File: src/rtl/lock_alarm_ctrl_pkg.sv
`default_nettype none
// ============================================================================
// Module   : lock_pkg (package)
// Purpose  : Shared types and helpers for the lock alarm controller: the
//            controller state encoding, the failure-counter width and the
//            functions that turn the frequency/duration parameters into
//            clock-cycle counts and counter widths.
// Ports    : none (package)
// Revision : 1.0 - initial release
// ============================================================================
package lock_pkg;

    // Width of the consecutive-failure counter (MAX_FAIL is limited to 1..7).
    localparam int FAIL_W = 3;

    typedef enum logic [1:0] {
        ST_IDLE    = 2'd0,
        ST_ALARM   = 2'd1,
        ST_LOCKOUT = 2'd2,
        ST_CHIRP   = 2'd3
    } state_t;

    // Cycles per buzzer half-period.
    function automatic int half_cycles(input int clk_hz, input int buzz_hz);
        return clk_hz / (2 * buzz_hz);
    endfunction

    // Cycles the buzzer sounds after a single failed attempt.
    function automatic int alarm_cycles(input int clk_hz, input int alarm_ms);
        return (clk_hz / 1000) * alarm_ms;
    endfunction

    // Cycles per second of lockout.
    function automatic int sec_cycles(input int clk_hz);
        return clk_hz;
    endfunction

    // Cycles of the confirmation chirp (100 ms).
    function automatic int chirp_cycles(input int clk_hz);
        return clk_hz / 10;
    endfunction

    // Bits needed for a counter running 0..n-1 (never less than one bit).
    function automatic int cnt_width(input int n);
        return (n > 1) ? $clog2(n) : 1;
    endfunction

endpackage
`default_nettype wire

File: src/rtl/lock_alarm_ctrl_if.sv
`default_nettype none
// ============================================================================
// Module   : lock_alarm_ctrl_if
// Purpose  : Groups the comparator-facing levels and the alarm outputs of the
//            lock alarm controller.
// Signals  : open_i   - comparator open level (async to clk)
//            alarm_i  - comparator alarm level (async to clk)
//            buzzer   - buzzer square-wave drive, active-high
//            lockout  - active-high, gates the upstream enable key
//            led_lock - lockout LED, active-low
//            fail_cnt - consecutive-failure count
// Modports : master - comparator/board side (drives open_i, alarm_i)
//            slave  - controller side (drives the outputs)
// Revision : 1.0 - initial release
// ============================================================================
interface lock_alarm_ctrl_if;

    logic                         open_i;
    logic                         alarm_i;
    logic                         buzzer;
    logic                         lockout;
    logic                         led_lock;
    logic [lock_pkg::FAIL_W-1:0]  fail_cnt;

    modport master (
        output open_i,
        output alarm_i,
        input  buzzer,
        input  lockout,
        input  led_lock,
        input  fail_cnt
    );

    modport slave (
        input  open_i,
        input  alarm_i,
        output buzzer,
        output lockout,
        output led_lock,
        output fail_cnt
    );

endinterface
`default_nettype wire

File: src/rtl/lock_alarm_ctrl_sync_edge.sv
`default_nettype none
// ============================================================================
// Module   : lock_sync_edge
// Purpose  : Two-flop synchronizer followed by a rising-edge detector. An
//            input edge yields a one-cycle pulse visible after the second
//            clock edge, so the consumer acts on the third edge.
// Ports    : clk     - system clock
//            rst_n   - asynchronous active-low reset
//            d_i     - asynchronous level input
//            pulse_o - one-cycle pulse on a synchronized rising edge
// Revision : 1.0 - initial release
// ============================================================================
module lock_sync_edge (
    input  wire  clk,
    input  wire  rst_n,
    input  wire  d_i,
    output logic pulse_o
);

    logic sync1_q;
    logic sync2_q;
    logic prev_q;

    // prev_q clears with the synchronizer so a level held high across reset
    // release is still seen as a fresh edge.
    always_ff @(posedge clk or negedge rst_n) begin
        if (!rst_n) begin
            sync1_q <= 1'b0;
            sync2_q <= 1'b0;
            prev_q  <= 1'b0;
        end else begin
            sync1_q <= d_i;
            sync2_q <= sync1_q;
            prev_q  <= sync2_q;
        end
    end

    assign pulse_o = sync2_q & ~prev_q;

endmodule
`default_nettype wire

File: src/rtl/lock_alarm_ctrl.sv
`default_nettype none
// ============================================================================
// Module   : lock_alarm_ctrl
// Purpose  : Downstream stage of the 4-bit coded lock comparator. Counts
//            consecutive failed attempts, sounds a timed buzzer after each
//            failure and, after MAX_FAIL failures, holds a timed lockout that
//            gates the upstream enable key.
// Ports    : clk   - system clock
//            rst_n - asynchronous active-low reset
//            bus   - lock_alarm_ctrl_if.slave (open_i, alarm_i in;
//                    buzzer, lockout, led_lock, fail_cnt out)
// Options  : BEEP_ON_OPEN_EN - when defined, an accepted open produces a
//            100 ms double-frequency chirp (CHIRP state).
// Revision : 1.0 - initial release
// ============================================================================
module lock_alarm_ctrl
    import lock_pkg::*;
#(
    parameter int CLK_HZ    = 12000000,
    parameter int BUZZ_HZ   = 2000,
    parameter int ALARM_MS  = 1000,
    parameter int MAX_FAIL  = 3,
    parameter int LOCKOUT_S = 10
) (
    input  wire               clk,
    input  wire               rst_n,
    lock_alarm_ctrl_if.slave  bus
);

    // ------------------------------------------------------------------
    // Cycle counts and counter widths
    // ------------------------------------------------------------------
    localparam int c_half_cyc  = half_cycles(CLK_HZ, BUZZ_HZ);
    localparam int c_alarm_cyc = alarm_cycles(CLK_HZ, ALARM_MS);
    localparam int c_sec_cyc   = sec_cycles(CLK_HZ);
`ifdef BEEP_ON_OPEN_EN
    localparam int c_chirp_half = (c_half_cyc / 2 > 0) ? c_half_cyc / 2 : 1;
    localparam int c_chirp_cyc  = chirp_cycles(CLK_HZ);
    localparam int c_tmr_max    = (c_chirp_cyc > c_alarm_cyc) ? c_chirp_cyc : c_alarm_cyc;
`else
    localparam int c_tmr_max    = c_alarm_cyc;
`endif

    localparam int c_tone_w = cnt_width(c_half_cyc);
    localparam int c_tmr_w  = cnt_width(c_tmr_max);
    localparam int c_sec_w  = cnt_width(c_sec_cyc);
    localparam int c_snum_w = cnt_width(LOCKOUT_S);

    localparam logic [c_tone_w-1:0] c_half_last  = c_tone_w'(c_half_cyc - 1);
    localparam logic [c_tmr_w-1:0]  c_alarm_last = c_tmr_w'(c_alarm_cyc - 1);
    localparam logic [c_sec_w-1:0]  c_sec_last   = c_sec_w'(c_sec_cyc - 1);
    localparam logic [c_sec_w-1:0]  c_sec_mid    = c_sec_w'(c_sec_cyc / 2);
    localparam logic [c_snum_w-1:0] c_lock_last  = c_snum_w'(LOCKOUT_S - 1);
    localparam logic [FAIL_W-1:0]   c_max_fail   = FAIL_W'(MAX_FAIL);
`ifdef BEEP_ON_OPEN_EN
    localparam logic [c_tone_w-1:0] c_chirp_last     = c_tone_w'(c_chirp_half - 1);
    localparam logic [c_tmr_w-1:0]  c_chirp_tmr_last = c_tmr_w'(c_chirp_cyc - 1);
`endif

    // ------------------------------------------------------------------
    // Input conditioning
    // ------------------------------------------------------------------
    logic open_p;
    logic alarm_p;

    lock_sync_edge u_sync_open (
        .clk     (clk),
        .rst_n   (rst_n),
        .d_i     (bus.open_i),
        .pulse_o (open_p)
    );

    lock_sync_edge u_sync_alarm (
        .clk     (clk),
        .rst_n   (rst_n),
        .d_i     (bus.alarm_i),
        .pulse_o (alarm_p)
    );

    // ------------------------------------------------------------------
    // State
    // ------------------------------------------------------------------
    state_t                state_q,    state_d;
    logic [FAIL_W-1:0]     fail_q,     fail_d;
    logic [c_tone_w-1:0]   tone_cnt_q, tone_cnt_d;
    logic                  tone_q,     tone_d;
    logic [c_tmr_w-1:0]    tmr_q,      tmr_d;
    logic [c_sec_w-1:0]    sec_cnt_q,  sec_cnt_d;
    logic [c_snum_w-1:0]   sec_num_q,  sec_num_d;
    logic                  buzzer_q,   buzzer_d;

    logic [FAIL_W-1:0]     fail_inc;
    logic                  fail_hit;
    logic [c_tone_w-1:0]   tone_last;
    logic                  enter_alarm;
    logic                  enter_lock;
    logic                  enter_idle;
`ifdef BEEP_ON_OPEN_EN
    logic                  enter_chirp;
`endif

    assign fail_inc = fail_q + FAIL_W'(1);
    assign fail_hit = (fail_inc >= c_max_fail);

    // The chirp runs the shared tone divider at twice the normal rate.
`ifdef BEEP_ON_OPEN_EN
    assign tone_last = (state_q == ST_CHIRP) ? c_chirp_last : c_half_last;
`else
    assign tone_last = c_half_last;
`endif

    always_ff @(posedge clk or negedge rst_n) begin
        if (!rst_n) begin
            state_q    <= ST_IDLE;
            fail_q     <= '0;
            tone_cnt_q <= '0;
            tone_q     <= 1'b0;
            tmr_q      <= '0;
            sec_cnt_q  <= '0;
            sec_num_q  <= '0;
            buzzer_q   <= 1'b0;
        end else begin
            state_q    <= state_d;
            fail_q     <= fail_d;
            tone_cnt_q <= tone_cnt_d;
            tone_q     <= tone_d;
            tmr_q      <= tmr_d;
            sec_cnt_q  <= sec_cnt_d;
            sec_num_q  <= sec_num_d;
            buzzer_q   <= buzzer_d;
        end
    end

    always_comb begin
        state_d     = state_q;
        fail_d      = fail_q;
        tmr_d       = tmr_q;
        sec_cnt_d   = sec_cnt_q;
        sec_num_d   = sec_num_q;
        buzzer_d    = 1'b0;
        enter_alarm = 1'b0;
        enter_lock  = 1'b0;
        enter_idle  = 1'b0;
`ifdef BEEP_ON_OPEN_EN
        enter_chirp = 1'b0;
`endif

        // Free-running tone divider; IDLE and state entries override it.
        if (tone_cnt_q == tone_last) begin
            tone_cnt_d = '0;
            tone_d     = ~tone_q;
        end else begin
            tone_cnt_d = tone_cnt_q + c_tone_w'(1);
            tone_d     = tone_q;
        end

        case (state_q)
            ST_IDLE: begin
                tone_cnt_d = '0;
                tone_d     = 1'b0;
                // alarm_p has priority over a coincident open_p.
                if (alarm_p) begin
                    fail_d = fail_inc;
                    if (fail_hit) enter_lock  = 1'b1;
                    else          enter_alarm = 1'b1;
                end else if (open_p) begin
                    fail_d = '0;
`ifdef BEEP_ON_OPEN_EN
                    enter_chirp = 1'b1;
`endif
                end
            end

            ST_ALARM: begin
                if (alarm_p) begin
                    // Re-alarm extends the buzz without restarting the tone.
                    fail_d = fail_inc;
                    if (fail_hit) enter_lock = 1'b1;
                    else          tmr_d      = '0;
                end else if (open_p) begin
                    fail_d = '0;
`ifdef BEEP_ON_OPEN_EN
                    enter_chirp = 1'b1;
`else
                    enter_idle  = 1'b1;
`endif
                end else if (tmr_q == c_alarm_last) begin
                    enter_idle = 1'b1;
                end else begin
                    tmr_d = tmr_q + c_tmr_w'(1);
                end
            end

            ST_LOCKOUT: begin
                // Comparator pulses are deliberately ignored here.
                if (sec_cnt_q == c_sec_last) begin
                    sec_cnt_d = '0;
                    if (sec_num_q == c_lock_last) begin
                        fail_d     = '0;
                        enter_idle = 1'b1;
                    end else begin
                        sec_num_d = sec_num_q + c_snum_w'(1);
                    end
                end else begin
                    sec_cnt_d = sec_cnt_q + c_sec_w'(1);
                end
            end

            ST_CHIRP: begin
`ifdef BEEP_ON_OPEN_EN
                if (alarm_p) begin
                    fail_d = fail_inc;
                    if (fail_hit) enter_lock  = 1'b1;
                    else          enter_alarm = 1'b1;
                end else if (tmr_q == c_chirp_tmr_last) begin
                    enter_idle = 1'b1;
                end else begin
                    tmr_d = tmr_q + c_tmr_w'(1);
                end
`else
                enter_idle = 1'b1;
`endif
            end

            default: enter_idle = 1'b1;
        endcase

        // Every state entry restarts the tone low.
        if (enter_alarm) begin
            state_d    = ST_ALARM;
            tmr_d      = '0;
            tone_cnt_d = '0;
            tone_d     = 1'b0;
        end
        if (enter_lock) begin
            state_d    = ST_LOCKOUT;
            sec_cnt_d  = '0;
            sec_num_d  = '0;
            tone_cnt_d = '0;
            tone_d     = 1'b0;
        end
        if (enter_idle) begin
            state_d    = ST_IDLE;
            tone_cnt_d = '0;
            tone_d     = 1'b0;
        end
`ifdef BEEP_ON_OPEN_EN
        if (enter_chirp) begin
            state_d    = ST_CHIRP;
            tmr_d      = '0;
            tone_cnt_d = '0;
            tone_d     = 1'b0;
        end
`endif

        // Registered buzzer: lockout only sounds in the first half-second.
        case (state_d)
            ST_ALARM:   buzzer_d = tone_d;
            ST_CHIRP:   buzzer_d = tone_d;
            ST_LOCKOUT: buzzer_d = tone_d & (sec_cnt_d < c_sec_mid);
            default:    buzzer_d = 1'b0;
        endcase
    end

    // ------------------------------------------------------------------
    // Outputs
    // ------------------------------------------------------------------
    assign bus.buzzer   = buzzer_q;
    assign bus.lockout  = (state_q == ST_LOCKOUT);
    assign bus.led_lock = (state_q != ST_LOCKOUT);
    assign bus.fail_cnt = fail_q;

endmodule
`default_nettype wire

File: src/flat_wrapper.sv
// flat-port wrapper written by rule: the top's interface ports become plain ports
module lock_alarm_ctrl_flat import lock_pkg::*;
#(
    parameter int CLK_HZ    = 12000000,
    parameter int BUZZ_HZ   = 2000,
    parameter int ALARM_MS  = 1000,
    parameter int MAX_FAIL  = 3,
    parameter int LOCKOUT_S = 10
)
  (clk, rst_n, bus_open_i, bus_alarm_i, bus_buzzer, bus_lockout, bus_led_lock, bus_fail_cnt);
  lock_alarm_ctrl_if bus_i ();
  input  wire clk;
  input  wire rst_n;
  input wire logic [$bits(bus_i.open_i)-1:0] bus_open_i;
  input wire logic [$bits(bus_i.alarm_i)-1:0] bus_alarm_i;
  output wire logic [$bits(bus_i.buzzer)-1:0] bus_buzzer;
  output wire logic [$bits(bus_i.lockout)-1:0] bus_lockout;
  output wire logic [$bits(bus_i.led_lock)-1:0] bus_led_lock;
  output wire logic [$bits(bus_i.fail_cnt)-1:0] bus_fail_cnt;
  assign bus_i.open_i = bus_open_i;
  assign bus_i.alarm_i = bus_alarm_i;
  assign bus_buzzer = bus_i.buzzer;
  assign bus_lockout = bus_i.lockout;
  assign bus_led_lock = bus_i.led_lock;
  assign bus_fail_cnt = bus_i.fail_cnt;
  lock_alarm_ctrl #(.CLK_HZ(CLK_HZ), .BUZZ_HZ(BUZZ_HZ), .ALARM_MS(ALARM_MS), .MAX_FAIL(MAX_FAIL), .LOCKOUT_S(LOCKOUT_S)) u_core (.clk(clk), .rst_n(rst_n), .bus(bus_i));
endmodule
File: config.mk
export PLATFORM = sky130hd
export DESIGN_NAME = lock_alarm_ctrl_flat
export DESIGN_NICKNAME = d
export VERILOG_FILES = /design/src/rtl/lock_alarm_ctrl_pkg.sv /design/src/rtl/lock_alarm_ctrl_if.sv /design/src/rtl/lock_alarm_ctrl_sync_edge.sv /design/src/rtl/lock_alarm_ctrl.sv /design/src/flat_wrapper.sv
export SDC_FILE = /design/constraint.sdc
export NUM_CORES = 1
export LEC_CHECK = 0
export ABC_AREA = 1
export CORE_UTILIZATION = 45
export DETAILED_ROUTE_END_ITERATION = 8
export GPL_TIMING_DRIVEN = 0
export PLACE_DENSITY = 0.59
export SLEW_MARGIN = 10
export SYNTH_ARGS = -nofsm -noshare
export SYNTH_HDL_FRONTEND = slang
export SYNTH_HIERARCHICAL = 1
export SYNTH_SLANG_ARGS = --single-unit
File: constraint.sdc
create_clock -name clk -period 3.6 [get_ports clk]
set_input_delay 0.72 -clock clk [delete_from_list [all_inputs] [get_ports clk]]
set_output_delay 0.72 -clock clk [all_outputs]
set_load 0.02 [all_outputs]
==> impl_metrics.env, run 1 <==
export IMPL_firstDrtPassIters=5
export IMPL_hp_class="in -> async"
export IMPL_synthXorXnorAreaFrac_pct=6.18
export IMPL_path_cells="inv_2 > nand2_4 > inv_4 > buf_2 > clkdlybuf4s50_1"
export IMPL_fin_tns_setup_ns=0
export IMPL_synthArstFlopShare_pct=100
export IMPL_yosys_warnings=6
export IMPL_drtAntennaViolNets=0
export IMPL_path_clk_slew_ns=0.09
export IMPL_netlist_area_sq_um=4680
export IMPL_drv_cap=0
export IMPL_hold_ws_ns=0.239
export IMPL_peakVddDrop_mv=0.375
export IMPL_area_growth_synth_to_final_pct=10.5
export IMPL_grt_max_degree=60
export IMPL_clock_path_buffers=2
export IMPL_antennaDiodeCount=0
export IMPL_cts_tree="yes"
export IMPL_drc_errors=0
export IMPL_dp_hpwl_mm=8.15
export IMPL_postSynthCellCount=649
export IMPL_via_count=4106
export IMPL_rsz0062_at_grt="no"
export IMPL_worstPathBufferInverterCount=4
export IMPL_postCtsResizedCells=0
export IMPL_chipWidth_um=104
export IMPL_fp_row_count=36
export IMPL_crit_arrival_ns=2.04
export IMPL_initial_core_util_pct=47.2
export IMPL_cp_end_kind="output port"
export IMPL_path_delay_family="buffers and inverters"
export IMPL_yosys_area_share_adder_pct=1.87
export IMPL_final_area_sq_um=5170
export IMPL_synth_compound_area_share_pct=4.23
export IMPL_power_leakage_nw=2.46
export IMPL_max_slew_margin_pct=67.0
export IMPL_worst_slew_pin_slew_ns=0.496
export IMPL_syn_nets=660
export IMPL_setup_viol=0
export IMPL_die_area_sq_um=10800
export IMPL_h_tree_depth=3
export IMPL_drt_total_wl_mm=10.7
export IMPL_fin_crit_ns=2.76
export IMPL_period_share_pct=76.7
export IMPL_grt_pass1_wl_mm=18.7
export IMPL_worstSkewPairLatency_ns=0.36
export IMPL_seqCellArea_sq_um=1930
export IMPL_clock_sinks=77
export IMPL_cts_hold_buf=0
export IMPL_io_pins=10
export IMPL_synth_avg_cell_area_sq_um=7.21
export IMPL_drv_slew=0
export IMPL_root_buffer="clkbuf_8"
export IMPL_grt_overflow=0
export IMPL_cts_buffers=9
export IMPL_crit_fanout=10
export IMPL_worstSetupStartpointType="register"
export IMPL_coreArea_sq_um=9910
export IMPL_setup_slack_ns=0.840
export IMPL_synth_ff_latch_count=77
export IMPL_dp_slack_ns=1.20
export IMPL_wl_per_cell_um=13.3
export IMPL_yosys_area_share_simple_pct=37.8
export IMPL_dpl_instance_area_sq_um=4960
export IMPL_final_nets=681
export IMPL_multi_input_area_sq_um=2360
export IMPL_powerDensity_nw_per_um2=460
export IMPL_grt_usage_pct=21.4
export IMPL_max_freq_mhz=362
export IMPL_max_stage_delay_ns=0.64
export IMPL_drive_above_1_share_pct=6.67
export IMPL_fin_cells=808
export IMPL_dr_first_iter_drc_count=239
export IMPL_grt_pass1_vias=3949
export IMPL_synth_sequential_area_ratio_pct=41.2
export IMPL_synthMuxAreaShare_pct=0.428
export IMPL_hold_violations=0
export IMPL_port_buffers=9
export IMPL_antenna_found_initial=0
export IMPL_fillers=1000
export IMPL_postCtsSetupBuffers=0
export IMPL_gp_congestion=0.934
export IMPL_status="complete, no violations"
export IMPL_slowest_stage="clkdlybuf4s50_1"
export IMPL_cp_required_ns=2.88
export IMPL_skew_ns=0.0138
export IMPL_ys_flop_type="dfrtp_1"
export IMPL_drt_vias_per_instance=5.08
export IMPL_place_inst=792
export IMPL_post_synth_num_cell_types=35
export IMPL_synth_edf_count=0
export IMPL_crit_type="reg -> out"
export IMPL_synth_top_family_by_area="simple AND/OR/NAND/NOR gates"
export IMPL_die_y_um=104
through the flow:
step	power [W]	util, %
4_1_cts	0.00242	52.2
3_3_place_gp	0.00169	49.8
2_1_floorplan	0.00148	-
6_report	0.00238	52.2
3_5_place_dp	0.00170	50.0
5_1_grt	0.00253	52.2
cells in the mapped netlist (all sizes together), types with 2 or more instances:
library cell / instances / share of area [%]
nand4: 21 / 2.8
mux2i: 2 / 0.43
nor3b: 2 / 0.32
xor2: 29 / 5.4
a21oi: 5 / 0.53
nor2: 111 / 9.8
buf: 7 / 1.2
nand2: 177 / 15
xnor2: 4 / 0.75
nor4: 5 / 0.67
o22ai: 6 / 0.80
o31ai: 2 / 0.32
nand3: 65 / 7.1
nor3: 18 / 1.9
ha: 7 / 1.9
o21ai: 16 / 1.8
dfrtp: 77 / 41
inv: 85 / 6.9
nand3b: 2 / 0.32
clkbuf: 3 / 0.24
final timing paths:
path	start	endpoint	slack, ns	cells after the start
setup / recovery	u_core/state_q[0]$_DFF_PN0_	bus_lockout	0.84	5
hold / removal	rst_n	u_core/sec_cnt_q[17]$_DFF_PN0_	0.24	1
setup reg to reg	u_core/bus.fail_cnt[0]$_DFFE_PN0P_	u_core/bus.buzzer$_DFF_PN0_	1.23	16
hold reg to reg	u_core/u_sync_alarm/sync1_q$_DFF_PN0_	u_core/u_sync_alarm/sync2_q$_DFF_PN0_	0.35	0
max in group asynchronous	rst_n	u_core/tmr_q[16]$_DFFE_PN0P_	2.78	2
min in group clk	u_core/u_sync_alarm/sync1_q$_DFF_PN0_	u_core/u_sync_alarm/sync2_q$_DFF_PN0_	0.35	0
kinds of logic (layout without fill, tap and decap cells):
logic type | Yosys count | in the layout
AND/OR/NAND/NOR | 403 | 403
buffers and inverters | 95 | 121
flip-flops | 77 | 77
XOR/XNOR | 33 | 33
AO/OA/AOI/OAI | 32 | 32
adder cells (fa/ha/maj) | 7 | 7
multiplexers | 2 | 2
worst register-to-register path: stages, from the launching register on:
cell,delay [ns]
dfrtp_1,0.42
inv_1,0.07
ha_1,0.29
nor2_1,0.04
nor2_1,0.09
nand2_1,0.12
nand3_1,0.10
buf_2,0.27
nand2_2,0.21
nor2_1,0.16
nand3_1,0.12
nor2_1,0.10
nand2_1,0.06
nand2_1,0.06
nand2_1,0.05
nand3_1,0.06
nand2_1,0.05
routing by layer:
metal  vias up  GRT usage, %  routed length [um]
li1       2108             -                   -
met1      1939          29.2                5280
met2        53          35.0                5100
met3         6          3.20                 289
met4         0          6.73                  73
met5         -             0                   0
cells in the final DEF, fill, tap and decap left out, types with 7 or more instances in the layout:
| master | n |
|---|---|
| nand2_1 | 171 |
| nor2_1 | 102 |
| inv_1 | 82 |
| dfrtp_1 | 77 |
| nand3_1 | 64 |
| xor2_1 | 29 |
| nand4_1 | 21 |
| nor3_1 | 18 |
| o21ai_0 | 13 |
| clkbuf_8 | 12 |
| clkdlybuf4s50_1 | 8 |
| ha_1 | 7 |
area by class of cell:
cell class,count,share of cell area [%]
multi-input combinational,477,45.7
sequential,77,37.3
inverter,85,6.22
clock buffer,14,3.34
tap,133,3.22
timing repair buffer,10,2.23
buffer,10,1.26
clock inverter,2,0.750
power breakdown:
group          total [W]  leakage (nW)  switching (W)  internal (W)
logic           0.000660          1.30       0.000445      0.000216
clock network   0.000704         0.107       0.000323      0.000381
registers        0.00102          1.05      0.0000793      0.000936
total            0.00238          2.46       0.000847       0.00153
sequential cells by signal, indices dropped and copies added, names as in the netlist, 2 cells and up:
| register | cells |
|---|---|
| u_core/bus.fail_cnt | 3 |
| u_core/sec_cnt_q | 24 |
| u_core/sec_num_q | 4 |
| u_core/state_q | 2 |
| u_core/tmr_q | 24 |
| u_core/tone_cnt_q | 12 |
(Power assumes the default switching activity.)
==> run 2: changes to the inputs <==
Settings changed: PLACE_DENSITY 0.59 to 0.61.
Clock period 3.6 ns to 2.5 ns, I/O delays scaled along.
==> run 2 against run 1 <==
  * Global-route usage grew 0.25 points
  * Sequential share of layout area is essentially flat
  * Non-clock buffer count rose by 1
  * Register-to-register slack worse by 0.94 ns
  * Via count down 0.12%
  * Worst hold slack better by 0.11 ns
  * Highest routed layer unchanged
==> impl_metrics.env, run 2 (same netlist as run 1, synthesis figures left out) <==
export IMPL_dpl_instance_area_sq_um=4960
export IMPL_antenna_found_initial=0
export IMPL_antennaDiodeCount=0
export IMPL_dp_hpwl_mm=8.11
export IMPL_cp_end_kind="output port"
export IMPL_reg_top3="u_core/sec_cnt_q: 24 flops, u_core/tmr_q: 24 flops, u_core/tone_cnt_q: 12 flops"
export IMPL_drv_slew=0
export IMPL_root_buffer="clkbuf_8"
export IMPL_max_freq_mhz=452
export IMPL_dp_slack_ns=0.103
export IMPL_rsz0062_at_grt="no"
export IMPL_power_leakage_nw=2.46
export IMPL_drv_cap=0
export IMPL_crit_type="reg -> out"
export IMPL_drive_above_1_share_pct=7.41
export IMPL_crit_fanout=10
export IMPL_drc_errors=0
export IMPL_clock_path_buffers=2
export IMPL_chipWidth_um=104
export IMPL_postCtsSetupBuffers=0
export IMPL_area_growth_synth_to_final_pct=10.8
export IMPL_final_area_sq_um=5180
export IMPL_worstSkewPairLatency_ns=0.36
export IMPL_io_pins=10
export IMPL_mostFrequentLayoutCells="171 x nand2_1, 100 x nor2_1, 82 x inv_1"
export IMPL_hold_violations=0
export IMPL_wl_per_cell_um=13.3
export IMPL_coreArea_sq_um=9910
export IMPL_die_area_sq_um=10800
export IMPL_path_clk_slew_ns=0.07
export IMPL_hp_class="reg -> reg"
export IMPL_grt_usage_pct=21.7
export IMPL_clock_sinks=77
export IMPL_drt_vias_per_instance=5.08
export IMPL_fp_row_count=36
export IMPL_final_nets=682
export IMPL_drt_total_wl_mm=10.7
export IMPL_slowest_stage="dfrtp_1"
export IMPL_via_count=4101
export IMPL_period_share_pct=88.6
export IMPL_cts_tree="yes"
export IMPL_path_delay_family="buffers and inverters"
export IMPL_layout_commonest_cell="nand2_1"
export IMPL_r2r_setup_slack_ns=0.29
export IMPL_worst_slew_pin_slew_ns=0.461
export IMPL_grt_pass1_wl_mm=18.7
export IMPL_worstPathBufferInverterCount=4
export IMPL_powerDensity_nw_per_um2=656
export IMPL_drtAntennaViolNets=0
export IMPL_worstSetupStartpointType="register"
export IMPL_grt_overflow=0
export IMPL_h_tree_depth=3
export IMPL_max_stage_delay_ns=0.42
export IMPL_setup_slack_ns=0.286
export IMPL_fin_crit_ns=2.21
export IMPL_die_y_um=104
export IMPL_crit_arrival_ns=1.71
export IMPL_peakVddDrop_mv=0.517
export IMPL_initial_core_util_pct=47.2
export IMPL_cp_required_ns=2.00
export IMPL_grt_max_degree=64
export IMPL_path_cells="inv_2 > nand2_4 > inv_4 > buf_2 > dlygate4sd2_1"
export IMPL_port_buffers=9
export IMPL_setup_viol=0
export IMPL_place_inst=792
export IMPL_dr_first_iter_drc_count=180
export IMPL_fin_cells=808
export IMPL_gp_congestion=0.893
export IMPL_status="complete, no violations"
export IMPL_firstDrtPassIters=4
export IMPL_fin_util_pct=52.3
export IMPL_max_slew_margin_pct=69.1
export IMPL_grt_pass1_vias=3952
export IMPL_cts_buffers=9
export IMPL_skew_ns=0.00768
## run 2: changes by cell type in the layout (fill, tap and decap cells not counted), moves of 2 or more
cell	before	now
clkbuf_1	5	3
clkinv_2	0	2
dfrtp_1	77	75
dfrtp_2	0	2
nor2_1	102	100
nor2_2	5	7
## run 2: worst paths after layout
path / from / endpoint / cells past startpoint
worst min register to register: u_core/u_sync_alarm/sync1_q$_DFF_PN0_ / u_core/u_sync_alarm/sync2_q$_DFF_PN0_ / 0
worst max register to register: u_core/tmr_q[0]$_DFFE_PN0P_ / u_core/tmr_q[6]$_DFFE_PN0P_ / 12
min in group asynchronous: rst_n / u_core/sec_cnt_q[4]$_DFFE_PN0P_ / 2
max in group asynchronous: rst_n / u_core/state_q[1]$_DFF_PN0_ / 3
worst min-delay path: u_core/u_sync_alarm/sync1_q$_DFF_PN0_ / u_core/u_sync_alarm/sync2_q$_DFF_PN0_ / 0
worst max-delay path: u_core/state_q[0]$_DFF_PN0_ / bus_lockout / 5
## run 2: worst register-to-register path, delay by kind of cell (launching register included)
family                     cells  cell delay [ns]
DFF                            1             0.41
buffers and inverters          2             0.28
adders and majority gates      1             0.26
and+or+nand+nor                8             1.04
AOI/OAI and AO/OA              1             0.11
## run 2: metrics by stage
step / total power, W / hold slack, ns / setup TNS, ns
after floorplan: 0.00213 / 0.204 / 0
after global placement: 0.00242 / 0.333 / -145.37
after detailed placement: 0.00244 / 0.337 / 0
after CTS: 0.00344 / 0.356 / 0
after global routing: 0.00361 / 0.366 / 0
final: 0.00340 / 0.354 / 0
## run 2: area by class of cell
type,count,area [sq um]
tap,133,166
buffer,10,67.6
multi-input combinational,477,2370
sequential,77,1930
timing repair buffer,11,124
clock inverter,4,47.5
fill,1030,4730
clock buffer,11,151
inverter,85,322
## run 2: layer usage
| layer | up-vias | track usage (%) | share of wire [%] |
|---|---|---|---|
| li1 | 2108 | - | - |
| met1 | 1914 | 29.1 | 48 |
| met2 | 64 | 35.0 | 47 |
| met3 | 15 | 3.51 | 3.5 |
| met4 | 0 | 8.27 | 1.7 |
| met5 | - | 0 | 0 |
## run 2: repair_timing
item,CTS,global route
endpoints found under the setup margin,1,1
resized for setup,2,5
pin swaps,0,0
endpoints found under the hold margin,14,0
hold buffers,1,0
gates cloned,0,0
## run 2: power breakdown
group / internal (W) / leakage (nW) / switching (W)
logic: 0.000311 / 1.31 / 0.000638
registers: 0.00135 / 1.05 / 0.000114
clock network: 0.000507 / 0.101 / 0.000475
total: 0.00217 / 2.46 / 0.00123
==> run 3: changes to the inputs <==
Settings changed: CORE_UTILIZATION 45 to 57, PLACE_DENSITY 0.61 to 0.75.
==> run 3 against run 2 <==
  * Die area shrank 21%
  * Total power rose by 3.2%
  * Combinational power fell by 0.5%
  * Design area shrank 0.27%
==> impl_metrics.env, run 3 (same netlist as run 1, synthesis figures left out) <==
export IMPL_grt_overflow=0
export IMPL_drt_vias_per_instance=5.31
export IMPL_worstSkewPairLatency_ns=0.35
export IMPL_drtAntennaViolNets=0
export IMPL_crit_arrival_ns=2.57
export IMPL_max_stage_delay_ns=0.43
export IMPL_slowest_stage="dfrtp_1"
export IMPL_drive_above_1_share_pct=7.70
export IMPL_clock_sinks=77
export IMPL_fin_util_pct=65.8
export IMPL_path_clk_slew_ns=0.08
export IMPL_worst_slew_pin_slew_ns=0.541
export IMPL_cpMostUsedCell="nand3_1"
export IMPL_via_count=4123
export IMPL_dr_first_iter_drc_count=176
export IMPL_crit_type="reg -> reg"
export IMPL_dp_slack_ns=0.0875
export IMPL_rsz0062_at_grt="no"
export IMPL_path_cells="ha_1 > nand3_1 > nor2_1 > nand3_1 > nand2_1 > a31oi_4 > nand2_2 > nor2_4 > buf_6 > buf_6 > nand3_1 > nand2_1"
export IMPL_antenna_found_initial=0
export IMPL_max_freq_mhz=429
export IMPL_clock_path_buffers=2
export IMPL_dp_hpwl_mm=7.89
export IMPL_cts_tree="yes"
export IMPL_fin_tns_setup_ns=0
export IMPL_mostFrequentLayoutCells="171 x nand2_1, 99 x nor2_1, 82 x inv_1"
export IMPL_cp_required_ns=2.74
export IMPL_layout_commonest_cell="nand2_1"
export IMPL_max_slew_margin_pct=63.9
export IMPL_grt_pass1_vias=3949
export IMPL_peakVddDrop_mv=0.428
export IMPL_coreArea_sq_um=7850
export IMPL_hp_class="in -> async"
export IMPL_power_leakage_nw=2.48
export IMPL_r2r_setup_slack_ns=0.17
export IMPL_antennaDiodeCount=0
export IMPL_postCtsResizedCells=1
export IMPL_die_area_sq_um=8570
export IMPL_setup_slack_ns=0.169
export IMPL_period_share_pct=93.3
export IMPL_chipWidth_um=92.6
export IMPL_root_buffer="clkbuf_8"
export IMPL_worstSetupStartpointType="register"
export IMPL_path_delay_family="simple AND/OR/NAND/NOR gates"
export IMPL_drv_cap=0
export IMPL_hold_violations=0
export IMPL_cts_hold_buf=0
export IMPL_drc_errors=0
export IMPL_drv_slew=0
export IMPL_cp_end_kind="register"
export IMPL_fp_row_count=32
export IMPL_crit_fanout=10
export IMPL_grt_max_degree=56
export IMPL_final_nets=681
export IMPL_h_tree_depth=3
export IMPL_setup_viol=0
export IMPL_worstPathBufferInverterCount=2
export IMPL_cts_buffers=9
export IMPL_grt_usage_pct=27.1
export IMPL_drt_total_wl_mm=10.7
export IMPL_grt_pass1_wl_mm=18.3
export IMPL_powerDensity_nw_per_um2=679
export IMPL_fin_crit_ns=2.33
export IMPL_status="complete, no violations"
export IMPL_gp_congestion=0.934
export IMPL_finalPower_w=0.00351
export IMPL_wl_per_cell_um=13.7
export IMPL_initial_core_util_pct=59.6
export IMPL_port_buffers=9
export IMPL_postCtsSetupBuffers=0
export IMPL_skew_ns=0.00989
export IMPL_die_y_um=92.6
export IMPL_reg_top3="u_core/sec_cnt_q: 24 flops, u_core/tmr_q: 24 flops, u_core/tone_cnt_q: 12 flops"
export IMPL_io_pins=10
export IMPL_firstDrtPassIters=4
export IMPL_area_growth_synth_to_final_pct=10.5
-- run 3: metal layers --
metal	share of wire, %	global-route usage (%)	up-vias
met5	0	0	-
met1	47	36.2	1920
met2	49	45.7	82
met3	3.7	4.02	12
li1	-	-	2109
met4	1.1	7.68	0
-- run 3: through the flow --
step                      instances  hold slack, ns  area (sq um)
after floorplan                 649           0.204          4680
after global placement          760           0.332          4890
after detailed placement        761           0.337          4920
after CTS                       777          0.0387          5150
after global routing            777          0.0571          5170
final                           777          0.0390          5170
-- run 3: power by group --
part,switching (W),internal [W]
Clock,0.000476,0.000619
Sequential,0.000117,0.00135
Combinational,0.000632,0.000312
Total,0.00123,0.00228
-- run 3: cell type report --
type	count	area, sq um
buffer	10	67.6
inverter	85	322
tap	102	128
timing repair buffer	10	118
sequential	77	1930
clock buffer	11	151
fill	721	2680
multi-input combinational	477	2370
clock inverter	5	81.3
-- run 3: worst register-to-register path, cell delays in order, from the launching register on --
cell     delay [ns]
dfrtp_1        0.43
ha_1           0.26
nand3_1        0.19
nor2_1         0.31
nand3_1        0.15
nand2_1        0.16
a31oi_4        0.11
nand2_2        0.14
nor2_4         0.05
buf_6          0.14
buf_6          0.14
nand3_1        0.07
nand2_1        0.06
-- run 3: path summary, 6_finish.rpt --
check / startpoint / to / cells past startpoint
max reg2reg: u_core/tmr_q[0]$_DFFE_PN0P_ / u_core/tmr_q[16]$_DFFE_PN0P_ / 12
max in group asynchronous: rst_n / u_core/state_q[1]$_DFF_PN0_ / 2
min in group clk: u_core/u_sync_alarm/sync1_q$_DFF_PN0_ / u_core/u_sync_alarm/sync2_q$_DFF_PN0_ / 0
max: u_core/tmr_q[0]$_DFFE_PN0P_ / u_core/tmr_q[16]$_DFFE_PN0P_ / 12
min reg2reg: u_core/u_sync_alarm/sync1_q$_DFF_PN0_ / u_core/u_sync_alarm/sync2_q$_DFF_PN0_ / 0
min: rst_n / u_core/sec_num_q[3]$_DFFE_PN0P_ / 1
